===== src/rtl/obb_update_scheduler_if.sv =====
// Host access bus between the CPU bridge and the OBB update scheduler.
// Latency: grant is combinational; read data returns one cycle after grant.
// Backpressure: an ungranted request is held by the master until host_gnt.
//
// Ports (master = host bridge, slave = scheduler):
//   host_req/host_we/host_addr/host_wdata  master -> slave request
//   host_gnt                               slave -> master, access taken this cycle
//   host_rvalid/host_rdata                 slave -> master, read return
interface obb_update_scheduler_if #(
  parameter int ADDR_W = 4,
  parameter int OBB_W  = 166
);
  logic              host_req;
  logic              host_we;
  logic [ADDR_W-1:0] host_addr;
  logic [OBB_W-1:0]  host_wdata;
  logic              host_gnt;
  logic              host_rvalid;
  logic [OBB_W-1:0]  host_rdata;

  modport master (
    output host_req, host_we, host_addr, host_wdata,
    input  host_gnt, host_rvalid, host_rdata
  );

  modport slave (
    input  host_req, host_we, host_addr, host_wdata,
    output host_gnt, host_rvalid, host_rdata
  );
endinterface


===== src/rtl/obb_update_scheduler.sv =====
// Sweeps the OBB updater over object-state RAM slots each frame tick; host shares the RAM port.
// Latency: 3 cycles per slot (READ/LATCH/WRITE), sweep_done at cycle 3N+1 after the tick.
// Backpressure: host requests are granted only in IDLE without a tick; otherwise held by host.
//
// Ports: clk, reset_n (sync, active-low); frame_tick/obj_count start a sweep;
//   ram_addr/ram_we/ram_wdata/ram_rdata drive the single-port state RAM (1-cycle read);
//   upd_prev/upd_next connect the combinational obb_updater; host = host bus (slave modport);
//   busy, sweep_done, overrun (sticky, cleared by overrun_clr).
// Optional: define OBB_SCHED_OVERRUN_CNT_EN to add overrun_cnt[15:0], a saturating
//   count of ignored frame ticks.
module obb_update_scheduler #(
  parameter int ADDR_W = 4,
  parameter int OBB_W  = 166
) (
  input  logic                  clk,
  input  logic                  reset_n,
  input  logic                  frame_tick,
  input  logic [ADDR_W:0]       obj_count,
  output logic [ADDR_W-1:0]     ram_addr,
  output logic                  ram_we,
  output logic [OBB_W-1:0]      ram_wdata,
  input  logic [OBB_W-1:0]      ram_rdata,
  output logic [OBB_W-1:0]      upd_prev,
  input  logic [OBB_W-1:0]      upd_next,
  obb_update_scheduler_if.slave host,
  output logic                  busy,
  output logic                  sweep_done,
  output logic                  overrun,
  input  logic                  overrun_clr
`ifdef OBB_SCHED_OVERRUN_CNT_EN
  ,
  output logic [15:0]           overrun_cnt
`endif
);

  localparam logic [ADDR_W:0] MAX_CNT = {1'b1, {ADDR_W{1'b0}}};
  localparam logic [ADDR_W:0] ONE_CNT = {{ADDR_W{1'b0}}, 1'b1};

  typedef enum logic [2:0] {
    S_IDLE  = 3'd0,
    S_READ  = 3'd1,
    S_LATCH = 3'd2,
    S_WRITE = 3'd3,
    S_DONE  = 3'd4
  } state_t;

  state_t            r_state;
  state_t            w_state_nxt;
  logic [ADDR_W-1:0] r_idx;
  logic [ADDR_W:0]   r_cnt;
  logic [OBB_W-1:0]  r_prev_q;
  logic              r_overrun;
  logic              r_host_rvalid;
  logic [OBB_W-1:0]  r_host_rdata;

  logic              w_tick_start;
  logic              w_tick_ignored;
  logic              w_last;
  logic              w_host_gnt;
  logic              w_ram_we_raw;
  logic [ADDR_W:0]   w_cnt_clamp;

  assign w_tick_start   = (r_state == S_IDLE) && frame_tick;
  assign w_tick_ignored = (r_state != S_IDLE) && frame_tick;
  assign w_cnt_clamp    = (obj_count > MAX_CNT) ? MAX_CNT : obj_count;
  // r_cnt is never 0 while in WRITE, so the subtraction cannot wrap there.
  assign w_last         = ({1'b0, r_idx} == (r_cnt - ONE_CNT));
  // Grant is also masked during reset so a host write cannot slip through.
  assign w_host_gnt     = reset_n && (r_state == S_IDLE) && host.host_req && !frame_tick;

  // State register
  always_ff @(posedge clk) begin
    if (!reset_n) begin
      r_state <= S_IDLE;
    end else begin
      r_state <= w_state_nxt;
    end
  end

  // Next-state logic
  always_comb begin
    w_state_nxt = r_state;
    case (r_state)
      S_IDLE: begin
        if (frame_tick) begin
          w_state_nxt = (w_cnt_clamp == '0) ? S_DONE : S_READ;
        end
      end
      S_READ:  w_state_nxt = S_LATCH;
      S_LATCH: w_state_nxt = S_WRITE;
      S_WRITE: w_state_nxt = w_last ? S_DONE : S_READ;
      S_DONE:  w_state_nxt = S_IDLE;
      default: w_state_nxt = S_IDLE;
    endcase
  end

  // Output logic
  always_comb begin
    ram_addr     = '0;
    w_ram_we_raw = 1'b0;
    ram_wdata    = '0;
    busy         = 1'b0;
    sweep_done   = 1'b0;
    case (r_state)
      S_IDLE: begin
        if (w_host_gnt) begin
          ram_addr     = host.host_addr;
          w_ram_we_raw = host.host_we;
          ram_wdata    = host.host_wdata;
        end
      end
      S_READ: begin
        ram_addr = r_idx;
        busy     = 1'b1;
      end
      S_LATCH: begin
        busy = 1'b1;
      end
      S_WRITE: begin
        ram_addr     = r_idx;
        w_ram_we_raw = 1'b1;
        ram_wdata    = upd_next;
        busy         = 1'b1;
      end
      S_DONE: begin
        busy       = 1'b1;
        sweep_done = 1'b1;
      end
      default: ;
    endcase
  end

  // The state register only changes at the edge, so gate the strobe
  // combinationally to keep a mid-sweep reset cycle from writing.
  assign ram_we = w_ram_we_raw & reset_n;

  // Sweep datapath: slot index, latched count, captured previous state
  always_ff @(posedge clk) begin
    if (!reset_n) begin
      r_idx    <= '0;
      r_cnt    <= '0;
      r_prev_q <= '0;
    end else begin
      if (w_tick_start) begin
        r_cnt <= w_cnt_clamp;
        r_idx <= '0;
      end
      if (r_state == S_LATCH) begin
        r_prev_q <= ram_rdata;
      end
      if ((r_state == S_WRITE) && !w_last) begin
        r_idx <= r_idx + 1'b1;
      end
    end
  end

  // Sticky overrun: a set in the same cycle as a clear wins
  always_ff @(posedge clk) begin
    if (!reset_n) begin
      r_overrun <= 1'b0;
    end else if (w_tick_ignored) begin
      r_overrun <= 1'b1;
    end else if (overrun_clr) begin
      r_overrun <= 1'b0;
    end
  end

  // Host read return: RAM data arrives the cycle after grant; hold it afterwards
  always_ff @(posedge clk) begin
    if (!reset_n) begin
      r_host_rvalid <= 1'b0;
      r_host_rdata  <= '0;
    end else begin
      r_host_rvalid <= w_host_gnt && !host.host_we;
      if (r_host_rvalid) begin
        r_host_rdata <= ram_rdata;
      end
    end
  end

`ifdef OBB_SCHED_OVERRUN_CNT_EN
  logic [15:0] r_overrun_cnt;

  always_ff @(posedge clk) begin
    if (!reset_n) begin
      r_overrun_cnt <= '0;
    end else if (w_tick_ignored) begin
      if (overrun_clr) begin
        r_overrun_cnt <= 16'd1;
      end else if (r_overrun_cnt != 16'hFFFF) begin
        r_overrun_cnt <= r_overrun_cnt + 16'd1;
      end
    end else if (overrun_clr) begin
      r_overrun_cnt <= '0;
    end
  end

  assign overrun_cnt = r_overrun_cnt;
`endif

  assign upd_prev         = r_prev_q;
  assign overrun          = r_overrun;
  assign host.host_gnt    = w_host_gnt;
  assign host.host_rvalid = r_host_rvalid;
  assign host.host_rdata  = r_host_rvalid ? ram_rdata : r_host_rdata;

endmodule


===== src/flat_wrapper.sv =====
// flat-port wrapper written by rule: the top's interface ports become plain ports
module obb_update_scheduler_flat 
#(
  parameter int ADDR_W = 4,
  parameter int OBB_W  = 166
)
  (clk, reset_n, frame_tick, obj_count, ram_addr, ram_we, ram_wdata, ram_rdata, upd_prev, upd_next, busy, sweep_done, overrun, overrun_clr, host_host_req, host_host_we, host_host_addr, host_host_wdata, host_host_gnt, host_host_rvalid, host_host_rdata);
  obb_update_scheduler_if #(.ADDR_W(ADDR_W), .OBB_W(OBB_W)) host_i ();
  input  logic clk;
  input  logic reset_n;
  input  logic frame_tick;
  input  logic [ADDR_W:0] obj_count;
  output logic [ADDR_W-1:0] ram_addr;
  output logic ram_we;
  output logic [OBB_W-1:0] ram_wdata;
  input  logic [OBB_W-1:0] ram_rdata;
  output logic [OBB_W-1:0] upd_prev;
  input  logic [OBB_W-1:0] upd_next;
  output logic busy;
  output logic sweep_done;
  output logic overrun;
  input  logic overrun_clr;
  input wire logic [$bits(host_i.host_req)-1:0] host_host_req;
  input wire logic [$bits(host_i.host_we)-1:0] host_host_we;
  input wire logic [$bits(host_i.host_addr)-1:0] host_host_addr;
  input wire logic [$bits(host_i.host_wdata)-1:0] host_host_wdata;
  output wire logic [$bits(host_i.host_gnt)-1:0] host_host_gnt;
  output wire logic [$bits(host_i.host_rvalid)-1:0] host_host_rvalid;
  output wire logic [$bits(host_i.host_rdata)-1:0] host_host_rdata;
  assign host_i.host_req = host_host_req;
  assign host_i.host_we = host_host_we;
  assign host_i.host_addr = host_host_addr;
  assign host_i.host_wdata = host_host_wdata;
  assign host_host_gnt = host_i.host_gnt;
  assign host_host_rvalid = host_i.host_rvalid;
  assign host_host_rdata = host_i.host_rdata;
  obb_update_scheduler #(.ADDR_W(ADDR_W), .OBB_W(OBB_W)) u_core (.clk(clk), .reset_n(reset_n), .frame_tick(frame_tick), .obj_count(obj_count), .ram_addr(ram_addr), .ram_we(ram_we), .ram_wdata(ram_wdata), .ram_rdata(ram_rdata), .upd_prev(upd_prev), .upd_next(upd_next), .host(host_i), .busy(busy), .sweep_done(sweep_done), .overrun(overrun), .overrun_clr(overrun_clr));
endmodule

===== config.mk =====
export PLATFORM = sky130hd
export DESIGN_NAME = obb_update_scheduler_flat
export DESIGN_NICKNAME = d
export VERILOG_FILES = /design/src/rtl/obb_update_scheduler_if.sv /design/src/rtl/obb_update_scheduler.sv /design/src/flat_wrapper.sv
export SDC_FILE = /design/constraint.sdc
export NUM_CORES = 1
export LEC_CHECK = 0
export BUFFER_PORTS_ARGS = -buffer_cell sky130_fd_sc_hd__buf_2
export CORE_AREA = 2 2 394 396
export CTS_CLUSTER_DIAMETER = 50
export DETAILED_ROUTE_END_ITERATION = 7
export DIE_AREA = 0 0 396 398
export MAX_ROUTING_LAYER = met4
export RECOVER_POWER = 100
export SLEW_MARGIN = 20
export SYNTH_ARGS = -nofsm -noshare
export SYNTH_HDL_FRONTEND = slang
export SYNTH_SLANG_ARGS = --single-unit

===== constraint.sdc =====
create_clock -name clk -period 2.2 [get_ports clk]
set_input_delay 0.44 -clock clk [delete_from_list [all_inputs] [get_ports clk]]
set_output_delay 0.44 -clock clk [all_outputs]
set_load 0.02 [all_outputs]

==> impl_metrics.json, run 1 <==
{
  "fmax_mhz": 343,
  "vdd.ir_drop.worst_mv": 0.710,
  "via_count": 18132,
  "clk_path_buf_depth": 3,
  "core-area_sq_um": 153000,
  "wl_per_cell_um": 34.3,
  "fin_worst_skew_ns": 0.0130,
  "die_area_sq_um": 158000,
  "syn_inst": 1560,
  "ys.flop_type": "dfxtp_1",
  "synthMuxAreaShare": 0.128,
  "r2r-start": "u_core.r_state[2]",
  "fp.dieH_um": 398,
  "hold_slack_ns": 0.0753,
  "syn-num-nets": 2075,
  "synthDistinctLibCells": 40,
  "crit_arrival_ns": 2.47,
  "hp-class": "primary input to flop",
  "crit_path_max_incr_delay_ns": 0.40,
  "drive_gt1_frac": 0.554,
  "fin_nets": 3160,
  "postRouteAntennaNets": 0,
  "cp-end-kind": "output pin",
  "crit_type": "flop to output pin",
  "cts_tree": "done",
  "grt_pass1_vias": 16420,
  "r2r-end": "u_core.upd_prev[33]",
  "synth-async-reset-ratio": 0,
  "synth_edf_count": 0,
  "clk_pin_slew_ns": 0.07,
  "dpl.hpwl_mm": 140,
  "grt_overflow": 0,
  "viasPerCell": 3.77,
  "die_w_um": 396,
  "synth-seq-cells": 346,
  "worst_ep_required_time_ns": 1.76,
  "whs_endpoint": "u_core.upd_prev[153]",
  "synthSimpleGateAreaFrac": 0.176,
  "grt_start_max_net_pins": 174,
  "crit_top_cell": "buf_12",
  "io_buffers": 1020,
  "setup_tns_ns": -140.57,
  "drc": 0,
  "cp_max_fo": 14,
  "rr_worst_depth": 7,
  "failed_checks": "setup timing",
  "period_share": 1.32,
  "status": "finished with violations",
  "max-cap-violations": 0,
  "routed_wl_mm": 165,
  "cts_sinks": 346,
  "avgSynthCellArea_sq_um": 9.38,
  "synth_top_family_by_area": "simple AND/OR/NAND/NOR gates",
  "cts_buffers": 52,
  "cp-start-kind": "flop",
  "finalSetupViolCount": 340,
  "worst_pin_slew_ns": 0.889,
  "critPathSlowestCell": "or3_4",
  "top_level_ports": 1021,
  "hp-start": "ram_rdata[153]",
  "start_util": 0.0954,
  "clock_latency_ns": 0.61,
  "grt_usage": 0.198,
  "slew_headroom": 0.407,
  "antenna_found_initial": 163,
  "ys_seq_area_frac": 0.473,
  "slew_viol_final": 0,
  "gp_congestion": 1.07,
  "cp_cell_sequence": "or3_4 -> nor2_4 -> and3_4 -> buf_12 -> buf_16 -> buf_12 -> a22o_1 -> buf_6",
  "hold_depth": 3,
  "power.leakage_nw": 12.9,
  "hold_viol": 0,
  "rsz0062_at_grt": "yes",
  "cts_root_buffer": "clkbuf_16",
  "post-route-min-period_ns": 2.91,
  "syn_area_sq_um": 14600,
  "cts_htree_levels": 2,
  "reg2reg_slack_ns": 0.22,
  "synth-xor-area-share": 0.00479,
  "first_pass_iters": 5,
  "fillers": 17096,
  "power.density_nw_per_um2": 737,
  "synth_compound_area_frac": 0.165,
  "syn_to_final_growth_pct": 98.7,
  "yosysWarnings": 0,
  "post-place-ws_ns": -0.335,
  "drtIter0Drc": 1209,
  "worst_slack_ns": -0.712,
  "rows": 144,
  "grt_pass1_wl_mm": 192,
  "synth_fa_ha_area_frac": 0.00171
}
[metal layers]
metal / up-vias / wire, um / share of wire / GRT usage
li1: 7651 / - / - / -
met1: 8782 / 52300 / 0.32 / 0.186
met2: 1263 / 89100 / 0.54 / 0.377
met3: 436 / 12700 / 0.077 / 0.0468
met4: 0 / 10900 / 0.066 / 0.0911
met5: - / 0 / 0 / -
[cell usage after synthesis, types with 5 or more instances]
master / number / area [sq um]
a21oi_1: 174 / 871
a22o_1: 171 / 1500
and2_1: 167 / 1040
buf_1: 6 / 22.5
buf_2: 48 / 240
buf_6: 19 / 214
clkbuf_1: 60 / 225
dfxtp_1: 346 / 6930
mux2_2: 166 / 1870
nand2_1: 339 / 1270
nor2_1: 10 / 37.5
nor3_1: 5 / 25.0
nor3b_1: 6 / 45.0
xnor2_1: 6 / 52.6
[state kept, by name, indices dropped and copies added (netlist names)]
register / count
u_core.host.host_rvalid: 1
u_core.overrun: 1
u_core.r_cnt: 5
u_core.r_host_rdata: 166
u_core.r_idx: 4
u_core.r_state: 3
u_core.upd_prev: 166
[cell type report]
| class | count | area [sq um] | area share |
|---|---|---|---|
| Timing Repair Buffer | 1166 | 9510 | 0.327 |
| Clock buffer | 64 | 1430 | 0.0491 |
| Clock inverter | 34 | 400 | 0.0138 |
| Multi-Input combinational cell | 1075 | 8030 | 0.276 |
| Antenna cell | 78 | 195 | 0.00671 |
| Tap cell | 2044 | 2560 | 0.0880 |
| Sequential cell | 346 | 6930 | 0.238 |
| Inverter | 4 | 22.5 | 0.000775 |
[metrics by stage]
step	std cells	cell area [sq um]	total power, mW	util
after floorplan	1560	14600	9.13	-
after detailed placement	4562	22900	12.0	0.149
after global placement	4562	22900	12.0	0.149
after CTS	4676	25800	21.2	0.168
after global routing	4788	29000	22.2	0.189
final	4811	29100	21.4	0.190
[what timing repair did]
item	4_1_cts	5_1_grt
buffers inserted	11	32
pin swaps	4	9
cloned	5	26
gates resized for setup	201	706
endpoints found under the setup margin	340	340
hold buffers	0	0
[placed cells by master, fill, tap and decap left out, types with 6 or more instances in the layout]
cell type    n
dfxtp_1    344
clkbuf_16   72
buf_2      702
and2_1     166
buf_6      250
diode_2     78
nor3b_1      6
a22o_1     120
nor2_1       9
clkinv_4     6
clkbuf_8     8
nand2_1    339
mux2_2      12
a21oi_1    173
buf_4       92
inv_6        8
xnor2_1      6
buf_12      65
buf_8       19
a22o_4      51
inv_8        8
mux2_4     154
buf_16      11
[kinds of logic after synthesis]
group / count (synthesis)
xor gates and xnor gates: 8
buffers and inverters: 139
adders and majority gates: 2
and+or+nand+nor: 546
AOI/OAI and AO/OA: 352
muxes: 167
DFF: 346
[report_power, final]
part	internal, mW	leakage, nW	switching [mW]
Combinational	2.33	9.22	3.57
Sequential	6.63	2.80	0.206
Clock	5.12	0.888	3.55
Total	14.1	12.9	7.33
[critical path: cells and delay by family (launching register included)]
family                 cells  cell delay, ns
and+or+nand+nor            3            0.72
buffers and inverters      4            0.63
AOI/OAI and AO/OA          1            0.17
DFF                        1            0.33
[worst max path at each step]
stage / startpoint / end / slack [ns] / cells after the start
after floorplan: u_core.r_state[2] / ram_we / 0.05 / 7
after global placement: u_core.r_state[0] / ram_wdata[66] / -0.33 / 7
after detailed placement: u_core.r_state[0] / ram_wdata[66] / -0.33 / 7
after CTS: u_core.r_state[2] / ram_wdata[26] / -0.75 / 7
after global routing: u_core.r_state[2] / ram_wdata[36] / -0.79 / 8
final: u_core.r_state[0] / ram_wdata[36] / -0.71 / 8
Note: power is estimated with default switching activity, not from simulation.
==> inputs of run 2 (changes only) <==
- REMOVE_ABC_BUFFERS: not set -> 1
==> run 2 against run 1 <==
Against the previous run:
- highest routed layer unchanged
- clock skew is 0.025 ns higher
- via count is 1.9% higher
- the run still ends with setup timing left
- sequential share of layout area is 0.91 points higher
- critical path depth is 2 lower
- clock-buffer cell count is 5 lower
- register-to-register slack worse by 0.63 ns
- design area is 3.7% lower
- clock power is 12% lower
- sequential cell count stayed put
- global-route usage is 1.0 points higher
- largest cell class unchanged
- critical path type unchanged
- final cell count is 1.3% higher
- setup slack better by 0.074 ns
==> impl_metrics.json, run 2 (same netlist as run 1, synthesis figures left out) <==
{
  "start_util": 0.0954,
  "power.leakage_nw": 11.9,
  "max-cap-violations": 0,
  "cts_sinks": 346,
  "p_clk_frac": 0.380,
  "postRouteAntennaNets": 0,
  "vdd.ir_drop.worst_mv": 0.535,
  "cts_tree": "done",
  "routed_wl_mm": 176,
  "intPower_mw": 13.2,
  "p_total_mw": 20.1,
  "rsz0062_at_grt": "yes",
  "worst_ep_required_time_ns": 1.76,
  "dpl.hpwl_mm": 148,
  "final_cell_area_sq_um": 28000,
  "worst_pin_slew_ns": 0.883,
  "drc": 0,
  "failed_checks": "setup timing",
  "grt_overflow": 0,
  "multiInputGateArea_sq_um": 7610,
  "swShare": 0.346,
  "grt_start_max_net_pins": 132,
  "crit_type": "flop to output pin",
  "rows": 144,
  "die_area_sq_um": 158000,
  "cts_buffers": 45,
  "fmax_mhz": 352,
  "ff_latch_area_sq_um": 6930,
  "cp_max_fo": 8,
  "finalSetupViolCount": 494,
  "clk_pin_slew_ns": 0.06,
  "grt_pass1_vias": 16517,
  "cp-start-kind": "flop",
  "core-area_sq_um": 153000,
  "cts_root_buffer": "clkbuf_16",
  "antenna_found_initial": 201,
  "period_share": 1.29,
  "crit_top_cell": "clkbuf_1",
  "worst_slack_ns": -0.638,
  "layout_commonest_cell": "buf_2",
  "cp-end-kind": "output pin",
  "pwr-share-seq": 0.340,
  "comb_power_share": 0.281,
  "mostFrequentLayoutCells": "585 x buf_2, 344 x dfxtp_1, 339 x nand2_1, 219 x buf_6, 185 x clkbuf_1",
  "io_buffers": 1020,
  "cp_cell_sequence": "clkbuf_1 -> buf_16 -> clkbuf_1 -> buf_12 -> mux2_4 -> buf_4",
  "first_pass_iters": 7,
  "top_level_ports": 1021,
  "slew_viol_final": 0,
  "fillers": 17289,
  "crit_arrival_ns": 2.40,
  "syn_to_final_growth_pct": 91.4,
  "via_count": 18482,
  "crit_path_max_incr_delay_ns": 0.40,
  "power.density_nw_per_um2": 718,
  "grt_usage": 0.208,
  "post-route-min-period_ns": 2.84,
  "die_w_um": 396,
  "switchingPower_mw": 6.94,
  "gp_congestion": 1.06,
  "drtIter0Drc": 1465,
  "hp-class": "primary input to flop",
  "fin_nets": 3146,
  "fin_worst_skew_ns": 0.0384,
  "fp.dieH_um": 398,
  "clock_latency_ns": 0.60,
  "critPathSlowestCell": "dfxtp_4",
  "place_area_sq_um": 22900,
  "cts_htree_levels": 2,
  "wl_per_cell_um": 36.1,
  "grt_pass1_wl_mm": 200,
  "drive_gt1_frac": 0.456,
  "hold_viol": 0,
  "clk_path_buf_depth": 3,
  "slew_headroom": 0.412,
  "viasPerCell": 3.79,
  "status": "finished with violations"
}
-- run 2: path summary, 6_finish.rpt --
path                           start  slack, ns  depth (start not counted)                    to
max reg2reg        u_core.r_state[1]      -0.41                          6   u_core.upd_prev[72]
min                    ram_rdata[96]       0.08                          3   u_core.upd_prev[96]
max          u_core.host.host_rvalid      -0.64                          6  host_host_rdata[100]
min reg2reg      u_core.upd_prev[54]       0.45                          2   u_core.upd_prev[54]
-- run 2: repair_timing --
action / 4_1_cts / 5_1_grt
endpoints found under the setup margin: 339 / 340
hold endpoints to repair: 0 / 0
buffers inserted: 8 / 41
pin swaps: 11 / 16
resized for setup: 225 / 485
hold buffers: 0 / 0
cloned: 6 / 27
-- run 2: layer usage --
layer / vias to the layer above / global-route usage / wire (um)
li1: 7727 / - / -
met1: 8845 / 0.176 / 50600
met2: 1358 / 0.381 / 94900
met3: 552 / 0.0596 / 14600
met4: 0 / 0.167 / 15700
met5: - / - / 0
-- run 2: area by class of cell --
type | instances | share of cell area
multi-input cells | 1075 | 0.272
inverters | 4 | 0.000804
clock inverters | 25 | 0.0104
diodes | 163 | 0.0146
well taps | 2044 | 0.0913
flip-flops and latches | 346 | 0.247
repair buffers | 1159 | 0.319
clock buffers | 59 | 0.0450
-- run 2: critical path, delay by kind of cell (launching register included) --
family,cells,cell delay (ns)
mux,1,0.30
flops,1,0.40
buf+inv,5,1.09
-- run 2: power groups by stage --
stage / sequential [mW] / combinational [mW] / clock [mW]
after global placement: 6.93 / 4.92 / 0
after global routing: 6.87 / 5.84 / 8.09
after CTS: 6.82 / 5.26 / 7.85
final: 6.83 / 5.64 / 7.63
after detailed placement: 6.95 / 4.91 / 0
after floorplan: 7.31 / 1.72 / 0
-- run 2: stage by stage --
| step | hold WS, ns | util | TNS (ns) | worst slack [ns] | std cells |
|---|---|---|---|---|---|
| after floorplan | 0.449 | - | -1946.16 | -3.33 | 1425 |
| after global placement | 0.439 | 0.149 | -0.498 | -0.0918 | 4548 |
| after detailed placement | 0.443 | 0.149 | -0.693 | -0.0999 | 4548 |
| after CTS | 0.0286 | 0.167 | -140.86 | -0.685 | 4646 |
| after global routing | 0.0549 | 0.182 | -254.02 | -0.691 | 4860 |
| final | 0.0815 | 0.183 | -201.75 | -0.638 | 4875 |
==> inputs of run 3 (changes only) <==
- CELL_PAD_IN_SITES_DETAIL_PLACEMENT: not set -> 0
- CELL_PAD_IN_SITES_GLOBAL_PLACEMENT: not set -> 1
- CORE_AREA: 2 2 394 396 -> 2 2 397 399
- DIE_AREA: 0 0 396 398 -> 0 0 399 401
- PLACE_DENSITY_LB_ADDON: not set -> 0.1
==> run 3 against run 2 <==
Against the previous run:
- the flow now stops in 5_2_route
- global-route usage decreased by 2.3 points
- synthesized cell count unchanged
- area after synthesis unchanged
==> impl_metrics.json, run 3 <==
{
  "gp_congestion": 0.987,
  "grt_pass1_wl_mm": 187,
  "dpl.hpwl_mm": 126,
  "grt_start_max_net_pins": 129,
  "synth_most_common_cell": "dfxtp_1",
  "tool.error": "[ERROR DRT-0255] Maze Route cannot find path of net host_host_wdata[96] in worker of routeBox ( 386400 144900 ) ( 399000 193200 ).",
  "cts_htree_levels": 3,
  "synthDistinctLibCells": 40,
  "postGrtWorstEndpoint": "ram_wdata[27]",
  "worst-ep-kind": "top-level output",
  "clk_path_buf_depth": 3,
  "syn_inst": 1560,
  "avgSynthCellArea_sq_um": 9.38,
  "start_util": 0.0940,
  "fp.dieH_um": 401,
  "post-place-ws_ns": -0.121,
  "ys.flop_type": "dfxtp_1",
  "yosysWarnings": 0,
  "grt_pass1_vias": 17747,
  "cts_sinks": 346,
  "synth-async-reset-ratio": 0,
  "yosys.area.top_type": "dfxtp_1",
  "lastStage": "5_2_route",
  "dpl.cell_count": 4578,
  "synth-seq-cells": 346,
  "io_buffers": 1020,
  "ys_top_cells_by_count": "346 x dfxtp_1, 339 x nand2_1, 174 x a21oi_1, 171 x a22o_1, 167 x and2_1",
  "die_w_um": 399,
  "cts_buffers": 83,
  "rows": 145,
  "grt_overflow": 0,
  "syn_area_sq_um": 14600,
  "synth_top_area_share": 0.473,
  "ys_seq_area_frac": 0.473,
  "synth_area_leaders": "dfxtp_1 47%, mux2_2 13%, a22o_1 10%",
  "antenna_found_initial": 121,
  "top_level_ports": 1021,
  "synth_edf_count": 0,
  "cts_root_buffer": "clkbuf_16",
  "status": "aborted with a tool error",
  "grt_usage": 0.185
}
[run 3: logic make-up after synthesis]
| family | count (synthesis) | share of synthesized area |
|---|---|---|
| and+or+nand+nor | 546 | 0.176 |
| AOI/OAI and AO/OA | 352 | 0.165 |
| DFF | 346 | 0.473 |
| muxes | 167 | 0.128 |
| buffers and inverters | 139 | 0.0509 |
| xor gates and xnor gates | 8 | 0.00479 |
| adders and majority gates | 2 | 0.00171 |
[run 3: metrics by stage]
stage | instance area [sq um] | utilization | hold slack (ns)
5_1_grt | 28800 | 0.185 | 0.0399
4_1_cts | 27700 | 0.178 | 0.00103
3_5_place_dp | 22700 | 0.146 | 0.444
3_3_place_gp | 22700 | 0.146 | 0.441
2_1_floorplan | 13900 | - | 0.449
[run 3: per-layer routing]
metal / track usage
met4: 0.0584
met5: -
met3: 0.0553
met2: 0.334
met1: 0.190
[run 3: repair_timing]
action / 4_1_cts / 5_1_grt
hold buffers: 143 / 0
endpoints found under the hold margin: 143 / 0
gates cloned: 2 / 11
gates resized for setup: 172 / 179
setup buffers: 0 / 19
pin swaps: 3 / 0
endpoints found under the setup margin: 341 / 340
==> inputs of run 4 (changes only) <==
- CELL_PAD_IN_SITES_DETAIL_PLACEMENT: 0 -> not set
- CELL_PAD_IN_SITES_GLOBAL_PLACEMENT: 1 -> not set
- CORE_AREA: 2 2 397 399 -> 2 2 395 397
- CTS_CLUSTER_DIAMETER: 50 -> not set
- DIE_AREA: 0 0 399 401 -> 0 0 397 399
- MAX_ROUTING_LAYER: met4 -> not set
- PLACE_DENSITY_LB_ADDON: 0.1 -> 0.15
==> run 4 against run 3 <==
Against the previous run:
- the flow now finishes, with violations (setup timing)
- global-route usage down 3.2 points
==> impl_metrics.json, run 4 (same netlist as run 1, synthesis figures left out) <==
{
  "status": "finished with violations",
  "failed_checks": "setup timing",
  "power.density_nw_per_um2": 709,
  "whs_endpoint": "u_core.upd_prev[1]",
  "grt_pass1_wl_mm": 161,
  "die_w_um": 397,
  "viasPerCell": 3.51,
  "postRouteAntennaNets": 0,
  "cts_htree_levels": 2,
  "start_util": 0.0952,
  "cp_max_fo": 6,
  "slew_viol_final": 0,
  "grt_start_max_net_pins": 66,
  "grt_pass1_vias": 16158,
  "vdd.ir_drop.worst_mv": 0.473,
  "r2r-start": "u_core.r_state[0]",
  "finalSetupViolCount": 327,
  "fin_worst_skew_ns": 0.0227,
  "r2r-end": "u_core.upd_prev[127]",
  "slew_headroom": 0.603,
  "cts_buffers": 48,
  "syn_to_final_growth_pct": 94.7,
  "worst_ep_required_time_ns": 1.76,
  "drive_gt1_frac": 0.537,
  "max-cap-violations": 0,
  "crit_type": "flop to output pin",
  "period_share": 1.28,
  "crit_arrival_ns": 2.38,
  "fin_nets": 3176,
  "cts_sinks": 346,
  "hp-class": "primary input to flop",
  "rr_worst_depth": 7,
  "clk_path_buf_depth": 3,
  "fillers": 17345,
  "rsz0062_at_grt": "yes",
  "grt_usage": 0.153,
  "hold_viol": 0,
  "rows": 144,
  "fmax_mhz": 355,
  "hold_depth": 3,
  "cts_tree": "done",
  "antenna_found_initial": 81,
  "worst_pin_slew_ns": 0.596,
  "core-area_sq_um": 154000,
  "die_area_sq_um": 158000,
  "cp-start-kind": "flop",
  "reg2reg_slack_ns": 0.26,
  "via_count": 16696,
  "wl_per_cell_um": 27.5,
  "worst_slack_ns": -0.618,
  "final_cells": 4759,
  "fp.dieH_um": 399,
  "clk_pin_slew_ns": 0.06,
  "post-route-min-period_ns": 2.82,
  "hp-start": "ram_rdata[1]",
  "cp-end-kind": "output pin",
  "first_pass_iters": 5,
  "io_buffers": 1020,
  "setup_tns_ns": -126.39,
  "dpl.hpwl_mm": 102,
  "drtIter0Drc": 658,
  "layout_commonest_cell": "buf_2",
  "cts_root_buffer": "clkbuf_16",
  "dpl.cell_count": 4576,
  "routed_wl_mm": 131,
  "mostFrequentLayoutCells": "688 x buf_2, 343 x dfxtp_1, 339 x nand2_1, 300 x buf_6, 173 x a21oi_1",
  "grt_overflow": 0,
  "power.leakage_nw": 12.7,
  "gp_congestion": 0.918,
  "top_level_ports": 1021,
  "drc": 0,
  "clock_latency_ns": 0.61
}
run 4: repair_timing:
| action | in CTS | in global routing |
|---|---|---|
| setup endpoints to repair | 339 | 339 |
| pin swaps | 13 | 16 |
| hold buffers | 2 | 0 |
| setup buffers | 19 | 31 |
| endpoints found under the hold margin | 2 | 0 |
| cloned | 18 | 19 |
| gates resized for setup | 328 | 643 |
run 4: stage by stage:
stage / power [mW] / utilization / setup WS, ns / area (sq um) / hold WS, ns
floorplan: 9.03 / - / -3.33 / 13900 / 0.449
global placement: 11.7 / 0.147 / -0.0130 / 22600 / 0.440
detailed placement: 11.6 / 0.147 / -0.0241 / 22600 / 0.444
CTS: 20.3 / 0.169 / -0.688 / 26000 / 0.000218
global route: 21.2 / 0.185 / -0.729 / 28500 / 0.0327
finish: 20.2 / 0.185 / -0.618 / 28500 / 0.0822
run 4: power by group:
| group | leakage, nW | switching (mW) | internal [mW] |
|---|---|---|---|
| Combinational | 9.11 | 3.23 | 2.34 |
| Clock | 0.748 | 3.21 | 4.63 |
| Sequential | 2.80 | 0.169 | 6.64 |
| Total | 12.7 | 6.61 | 13.6 |
run 4: how the worst max path moves through the flow:
stage / startpoint / endpoint / slack, ns / cells after the start
4_1_cts: u_core.r_state[2] / ram_wdata[30] / -0.69 / 9
2_1_floorplan: u_core.r_state[1] / u_core.upd_prev[0] / -3.33 / 3
3_3_place_gp: u_core.r_state[2] / ram_addr[0] / -0.01 / 7
6_report: u_core.r_state[2] / ram_wdata[22] / -0.62 / 8
5_1_grt: u_core.r_state[2] / ram_wdata[18] / -0.73 / 8
3_5_place_dp: u_core.r_state[2] / ram_wdata[23] / -0.02 / 7
run 4: layer usage:
layer | global-route usage | vias to the layer above | wire, um
met5 | 0 | - | 270
met4 | 0.0541 | 40 | 4650
li1 | - | 7597 | -
met1 | 0.146 | 8058 | 43000
met3 | 0.0476 | 238 | 10300
met2 | 0.303 | 763 | 72600
run 4: worst max-delay path, cell delays in order, from the launching register on:
cell,delay [ns]
dfxtp_2,0.31
or3_4,0.40
nor2_4,0.09
and3_4,0.21
buf_8,0.16
buf_12,0.17
clkbuf_16,0.16
a22o_1,0.14
buf_6,0.12
run 4: cell type report:
class                   count  area [sq um]  share of cell area
flip-flops and latches    346          6930               0.243
well taps                2044          2560              0.0897
clock inverters            13           165             0.00580
diodes                     21          52.6             0.00184
inverters                   4          20.0            0.000702
repair buffers           1186          9700               0.340
multi-input cells        1075          7710               0.271
clock buffers              70          1360              0.0479
